<file path="config.mk">
export PLATFORM = sky130hd
export DESIGN_NAME = decoder_onehot_seq
export DESIGN_NICKNAME = d
export VERILOG_FILES = /design/src/rtl/decoder_onehot_seq.sv
export SDC_FILE = /design/constraint.sdc
export NUM_CORES = 1
export LEC_CHECK = 0
export ABC_CLOCK_PERIOD_IN_PS = 1100
export CORE_AREA = 2 2 39 41
export CTS_BUF_LIST = sky130_fd_sc_hd__clkbuf_4
export DETAILED_ROUTE_END_ITERATION = 8
export DIE_AREA = 0 0 41 43
export PLACE_DENSITY = 0.53
export SLEW_MARGIN = 20
export SYNTH_ARGS = -nofsm -noshare
export SYNTH_HDL_FRONTEND = slang
export SYNTH_SLANG_ARGS = --single-unit
</file>
<file path="constraint.sdc">
create_clock -name clk -period 1.1 [get_ports clk]
set_input_delay 0.275 -clock clk [delete_from_list [all_inputs] [get_ports clk]]
set_output_delay 0.275 -clock clk [all_outputs]
set_load 0.05 [all_outputs]
</file>
<file path="src/rtl/decoder_onehot_seq.sv">
// Registered binary-to-one-hot decoder with valid/ready intake and LEVEL/PULSE output modes.
// Optional DECODER_ERR_EN adds a sticky out-of-range flag (err) with synchronous clear (err_clr).
//
//  state | meaning
//  IDLE  | ready for a command; out holds the last LEVEL result (or zero)
//  HOLD  | PULSE strobe active; counter counts down remaining cycles
module decoder_onehot_seq #(
  parameter int IN_W        = 2,
  parameter int NUM_OUT     = 4,
  parameter int HOLD_CYCLES = 1
) (
  input  logic               clk,
  input  logic               rst_n,
  input  logic               en,
  input  logic               mode,
  input  logic               in_valid,
  output logic               in_ready,
  input  logic [IN_W-1:0]    in_sel,
  output logic [NUM_OUT-1:0] out,
  output logic               out_valid,
  output logic               busy
`ifdef DECODER_ERR_EN
  ,
  output logic               err,
  input  logic               err_clr
`endif
);

  localparam int CNT_W = (HOLD_CYCLES > 1) ? $clog2(HOLD_CYCLES) : 1;
  localparam logic [CNT_W-1:0]   HOLD_LOAD = CNT_W'(HOLD_CYCLES - 1);
  localparam logic [IN_W:0]      NUM_OUT_V = NUM_OUT[IN_W:0];
  localparam logic [NUM_OUT-1:0] ONE       = NUM_OUT'(1);

  typedef enum logic {IDLE = 1'b0, HOLD = 1'b1} state_t;

  state_t             state;
  logic [CNT_W-1:0]   cnt;
  logic               accept;
  logic               in_range;
  logic [NUM_OUT-1:0] dec;

  // rst_n gates ready so nothing looks acceptable while reset is held.
  assign in_ready = rst_n & en & (state == IDLE);
  assign accept   = in_valid & in_ready;
  assign in_range = ({1'b0, in_sel} < NUM_OUT_V);
  assign dec      = in_range ? (ONE << in_sel) : '0;

  always_ff @(posedge clk or negedge rst_n) begin
    if (!rst_n) begin
      state     <= IDLE;
      cnt       <= '0;
      out       <= '0;
      out_valid <= 1'b0;
      busy      <= 1'b0;
    end else if (!en) begin
      state     <= IDLE;
      cnt       <= '0;
      out       <= '0;
      out_valid <= 1'b0;
      busy      <= 1'b0;
    end else begin
      out_valid <= 1'b0;
      case (state)
        IDLE: begin
          if (accept) begin
            out       <= dec;
            out_valid <= 1'b1;
            if (mode) begin
              state <= HOLD;
              cnt   <= HOLD_LOAD;
              busy  <= 1'b1;
            end
          end
        end
        HOLD: begin
          if (cnt == '0) begin
            state <= IDLE;
            out   <= '0;
            busy  <= 1'b0;
          end else begin
            cnt <= cnt - CNT_W'(1);
          end
        end
        default: begin
          state <= IDLE;
          out   <= '0;
          busy  <= 1'b0;
        end
      endcase
    end
  end

`ifdef DECODER_ERR_EN
  // Independent of en so a disable does not lose the error record; set beats clear.
  always_ff @(posedge clk or negedge rst_n) begin
    if (!rst_n) begin
      err <= 1'b0;
    end else if (accept && !in_range) begin
      err <= 1'b1;
    end else if (err_clr) begin
      err <= 1'b0;
    end
  end
`endif

endmodule

</file>
# Yosys cells after proc, flatten, opt, wreduce, memory -nomap -nowiden
# Index checks and enable logic that the tools add are counted.
# W data, S select, Z words.
dict set report word_totals {
  output_inout_bits 7
  reg_bits 8
  wordCells 39
  input_bits 7
}
dict set report op_classes {
  reduce_logical 3
  eq_ne 3
  shifts 1
  mux 22
  add_sub_neg 1
  bitwise 4
}
# operator n
set ops {}
lappend ops {{$mux W1} 15}
lappend ops {{$mux W4} 3}
lappend ops {{$ne A3 B3 Y1 const B} 3}
lappend ops {{$pmux W4 S2} 1}
lappend ops {{$pmux W1 S2} 3}
lappend ops {{$reduce_and A2 Y1} 2}
lappend ops {{$shl A1 B2 Y4 const A} 1}
lappend ops {{$and A1 B1 Y1} 3}
lappend ops {{$reduce_and A3 Y1} 1}
lappend ops {{$not A1 Y1} 1}
lappend ops {{$sub A1 B1 Y1 const B} 1}

# Longest topological paths before layout
dict set report depth {
  depth_word 6
  ltp_mapped 3
  mapped_depth_nobuf 2
}

# Worst setup path before layout
# OpenSTA, ideal clock, no wires.
dict set report synth_timing {
  path_type {flip-flop to output port}
  start {register state}
  end {output port in_ready}
  stages_incl_launch_ff 4
  t_arrival_ns 1.274
  required_ns 0.825
  setup_slack_ns -0.449
  path_buffers 1
  cell_sequence {dfrtp_1 nand2b_1 buf_2 nor2_1}
}
dict set report synth_via {
  elab_chain_cells 2
}
# item line
set synth_rtl {}
lappend synth_rtl {{start: declaration} 36} ;# state_t state;
lappend synth_rtl {{start signal: assignment} 50} ;# state <= IDLE;
lappend synth_rtl {{start signal: assignment} 56} ;# state <= IDLE;
lappend synth_rtl {{start signal: assignment} 69} ;# state <= HOLD;
lappend synth_rtl {{$not A1 Y1} -}
lappend synth_rtl {{$and A1 B1 Y1} 43} ;# assign in_ready = rst_n & en & (state == IDLE);
lappend synth_rtl {{end: declaration} 17} ;# output logic in_ready,
# No other way between the ends.

# Worst setup path in the final report
# Ends and elaborated chain as after synthesis.

==> Flow_metrics.wiki <==
{| class="wikitable"
! Metric !! Value
|-
| Post-synth top area share || 0.498
|-
| Combinational Power Share || 0.223
|-
| Clock latency on the worst-skew pair || 260 ps
|-
| Cell Pwr Density || 1130 nW/um2
|-
| Number of global-route vias before repair || 337
|-
| Average size of a mapped cell || 11.3 um2
|-
| Count of hold-fix buffers inserted at cts || 0
|-
| Diode insertion count for antenna repair || 0
|-
| Via density || 4.71
|-
| Result of the run || complete, but fails checks
|-
| Post-Synthesis Net Count || 38
|-
| Max-capacitance violation count || 0
|-
| Pin count of the biggest net entering global routing || 15
|-
| Starting density of the core || 0.254
|-
| VDD IR max || 0.000430 V
|-
| Count of boundary I/O pins || 14
|-
| H-tree Lvls || 1
|-
| Worst path required time || 820 ps
|-
| Cell type contributing the most total cell area after synthesis || dfrtp_1
|-
| Number of sinks handled by clock tree synthesis || 7
|-
| Root Buffer || clkbuf_4
|-
| Net switching fraction of the power || 0.279
|-
| Path class of the lowest-slack min-delay path || in -> async
|-
| Netlist cell types || 14
|-
| Clock tree from TritonCTS || done
|-
| Number of nets in the finished design || 58
|-
| Setup Skew || 0.375 ps
|-
| Area fraction in and, or, nand and nor cells after synthesis || 0.174
|-
| Synth Flop Type || dfrtp_1
|-
| Least setup slack across all paths after layout || -182 ps
|-
| RSZ-0062 raised after global routing || true
|-
| Startpoint Class || register
|-
| Switching pwr || 0.000197 W
|-
| Vert. Die Dim || 43 um
|-
| Total wirelength of the detailed-routed design || 833 um
|-
| Count of TritonRoute iterations in the first routing pass || 4
|-
| Mapped Cells || 31
|-
| Final HPWL from detailed placement || 563 um
|-
| Violation count after the first detailed-route iteration || 5
|-
| Worst setup slack for register-to-register paths || 130 ps
|-
| Final routed DRC violation total || 0
|-
| Die X-Extent || 41 um
|-
| FF+latch count, synth || 7
|-
| Post-route core utilization || 0.453
|-
| Setup CP Type || reg -> out
|-
| Post-synthesis mux area share || 0
|-
| Floorplan die area || 1760 um2
|-
| Path depth of the worst reg2reg path || 4
|-
| Area fraction in compound gates after synthesis || 0.228
|-
| Routed Antenna Nets || 0
|-
| Fraction of synthesis flops using an asynchronous set or reset pin || 1.00
|-
| Synth cell count leaders || dfrtp_1, a21bo_1, a21oi_2, nor2_1
|-
| Post-Synth Adder-Cell Area || 0
|-
| Final max-slew violation count || 0
|-
| Kind of capture point of the worst setup path || output port
|-
| Layout cell share with drive strength beyond 1 || 0.460
|-
| Number of buffers created by CTS || 3
|-
| Sequential share of the synthesized area || 0.498
|-
| Gpl congestion || 0.625
|-
| Post-synthesis xor/xnor area fraction || 0
|-
| Biggest area contributors in the synthesized netlist || dfrtp_1, a21bo_1, a21oi_2
|-
| Max clock buf depth || 2
|-
| Netlist area before placement || 352 um2
|-
| Setup violations, final || 6
|-
| Slew at the pin with the worst max-slew slack || 360 ps
|-
| Static Leakage || 0.278 nW
|-
| Via count || 311
|-
| Floorplan row count || 14
|-
| Number of enable-type register cells in the synthesized netlist || 0
|-
| Worst hold margin || 89.2 ps
|-
| Period minus WS final || 1280 ps
|-
| Violated checks || setup timing
|-
| Initial antenna violation count || 0
|-
| GRT Util Overall || 0.131
|-
| Relative contribution of sequential cells to total power || 0.387
|-
| Syn-to-layout area delta || 78.3%
|-
| Highest clock frequency the design can meet || 0.780 GHz
|-
| Clock-pin slew on the worst setup and hold paths || 50 ps
|-
| Most frequent cell after synthesis || dfrtp_1
|-
| Dominant combinational cell family by area after synthesis || compound AO/OA/AOI/OAI gates
|-
| Routed length per instance || 12.6 um
|-
| Wire length of the first global-routing pass || 1.43 mm
|-
| Number of endpoints with negative hold slack in the final report || 0
|-
| Area of the placeable core || 1380 um2
|-
| Max_slew headroom || 0.759
|-
| Count of buffers from port buffering || 13
|-
| Number of warnings issued by yosys || 0
|-
| Period Utilization, post-route || 1.17
|-
| Worst endpoint data arrival time || 1010 ps
|-
| Pre-CTS setup slack || -298 ps
|-
| Relative contribution of the clock network to total power || 0.390
|-
| Overflow left after global routing || 0
|-
| Maximum net fanout on the critical path || 2
|-
| Internal Dissipation || 0.000509 W
|}
path summary, 6_finish.rpt:
check	from	endpoint
min in group clk	in_valid	out_valid
worst max register to register	state	busy
worst min register to register	busy	busy
max in group asynchronous	rst_n	state
worst max-delay path	state	in_ready
worst min-delay path	rst_n	busy
sequential cells by signal (all words and copies together) (netlist names):
signal and flops:
state 1, out 4, out_valid 1, busy 1
kinds of logic (layout without fill, tap and decap cells):
group | Yosys count | after routing
AO/OA/AOI/OAI | 9 | 9
AND/OR/NAND/NOR | 10 | 10
buffers and inverters | 5 | 24
flip-flops | 7 | 7
area by class of cell:
cell class,count,area (um2)
Sequential cell,7,175
Fill cell,129,757
Timing Repair Buffer,18,238
Inverter,2,7.51
Tap cell,16,20.0
Clock buffer,4,30.0
Multi-Input combinational cell,19,156
layout by cell type (no fill, tap or decap):
cell type and count:
clkbuf_4 4, nand4_1 1, inv_2 1, buf_4 5, nor2_4 1, dfrtp_1 7
nand4bb_1 1, clkdlybuf4s50_1 3, nand2_1 1, inv_1 1, dlygate4sd2_1 2, nand2b_4 1
a21oi_1 1, nand4b_1 2, nor2_1 2, a21oi_2 4, buf_12 7, nand3_1 1
dlymetal6s2s_1 1, a21bo_1 4
per-stage QoR:
step                      total power [W]  instance area, um2  TNS (ps)  std cells
after global placement           0.000432                 589     -1600         61
final                            0.000706                 627      -198         66
after global routing             0.000728                 627      -336         66
after CTS                        0.000711                 624      -241         66
after floorplan                  0.000356                 373     -53.1         31
after detailed placement         0.000435                 589     -1720         61
metal layers:
metal  vias up  track usage  wire length (um)
li1        143            -                 -
met1       152        0.133               304
met2        11        0.200               436
met3         5       0.0366                54
met4         0        0.120                37
met5         -            0                 0
power groups by stage:
stage | Clock (W) | Combinational (W) | Sequential (W)
6_report | 0.000275 | 0.000157 | 0.000273
5_1_grt | 0.000286 | 0.000167 | 0.000274
4_1_cts | 0.000278 | 0.000159 | 0.000274
3_5_place_dp | 0 | 0.000157 | 0.000278
3_3_place_gp | 0 | 0.000154 | 0.000278
2_1_floorplan | 0 | 0.0000564 | 0.000300
repair_timing:
| item | in CTS | in global routing |
|---|---|---|
| setup buffers | 1 | 0 |
| hold endpoints to repair | 0 | 0 |
| pin swaps | 1 | 0 |
| setup endpoints to repair | 6 | 12 |
| resized for setup | 3 | 1 |
worst max-delay path: stages, from the launching register on:
cell and delay (ps):
dfrtp_1 350, nand2b_4 150, nor2_4 100, buf_12 140
Note: power is estimated with default switching activity, not from simulation.
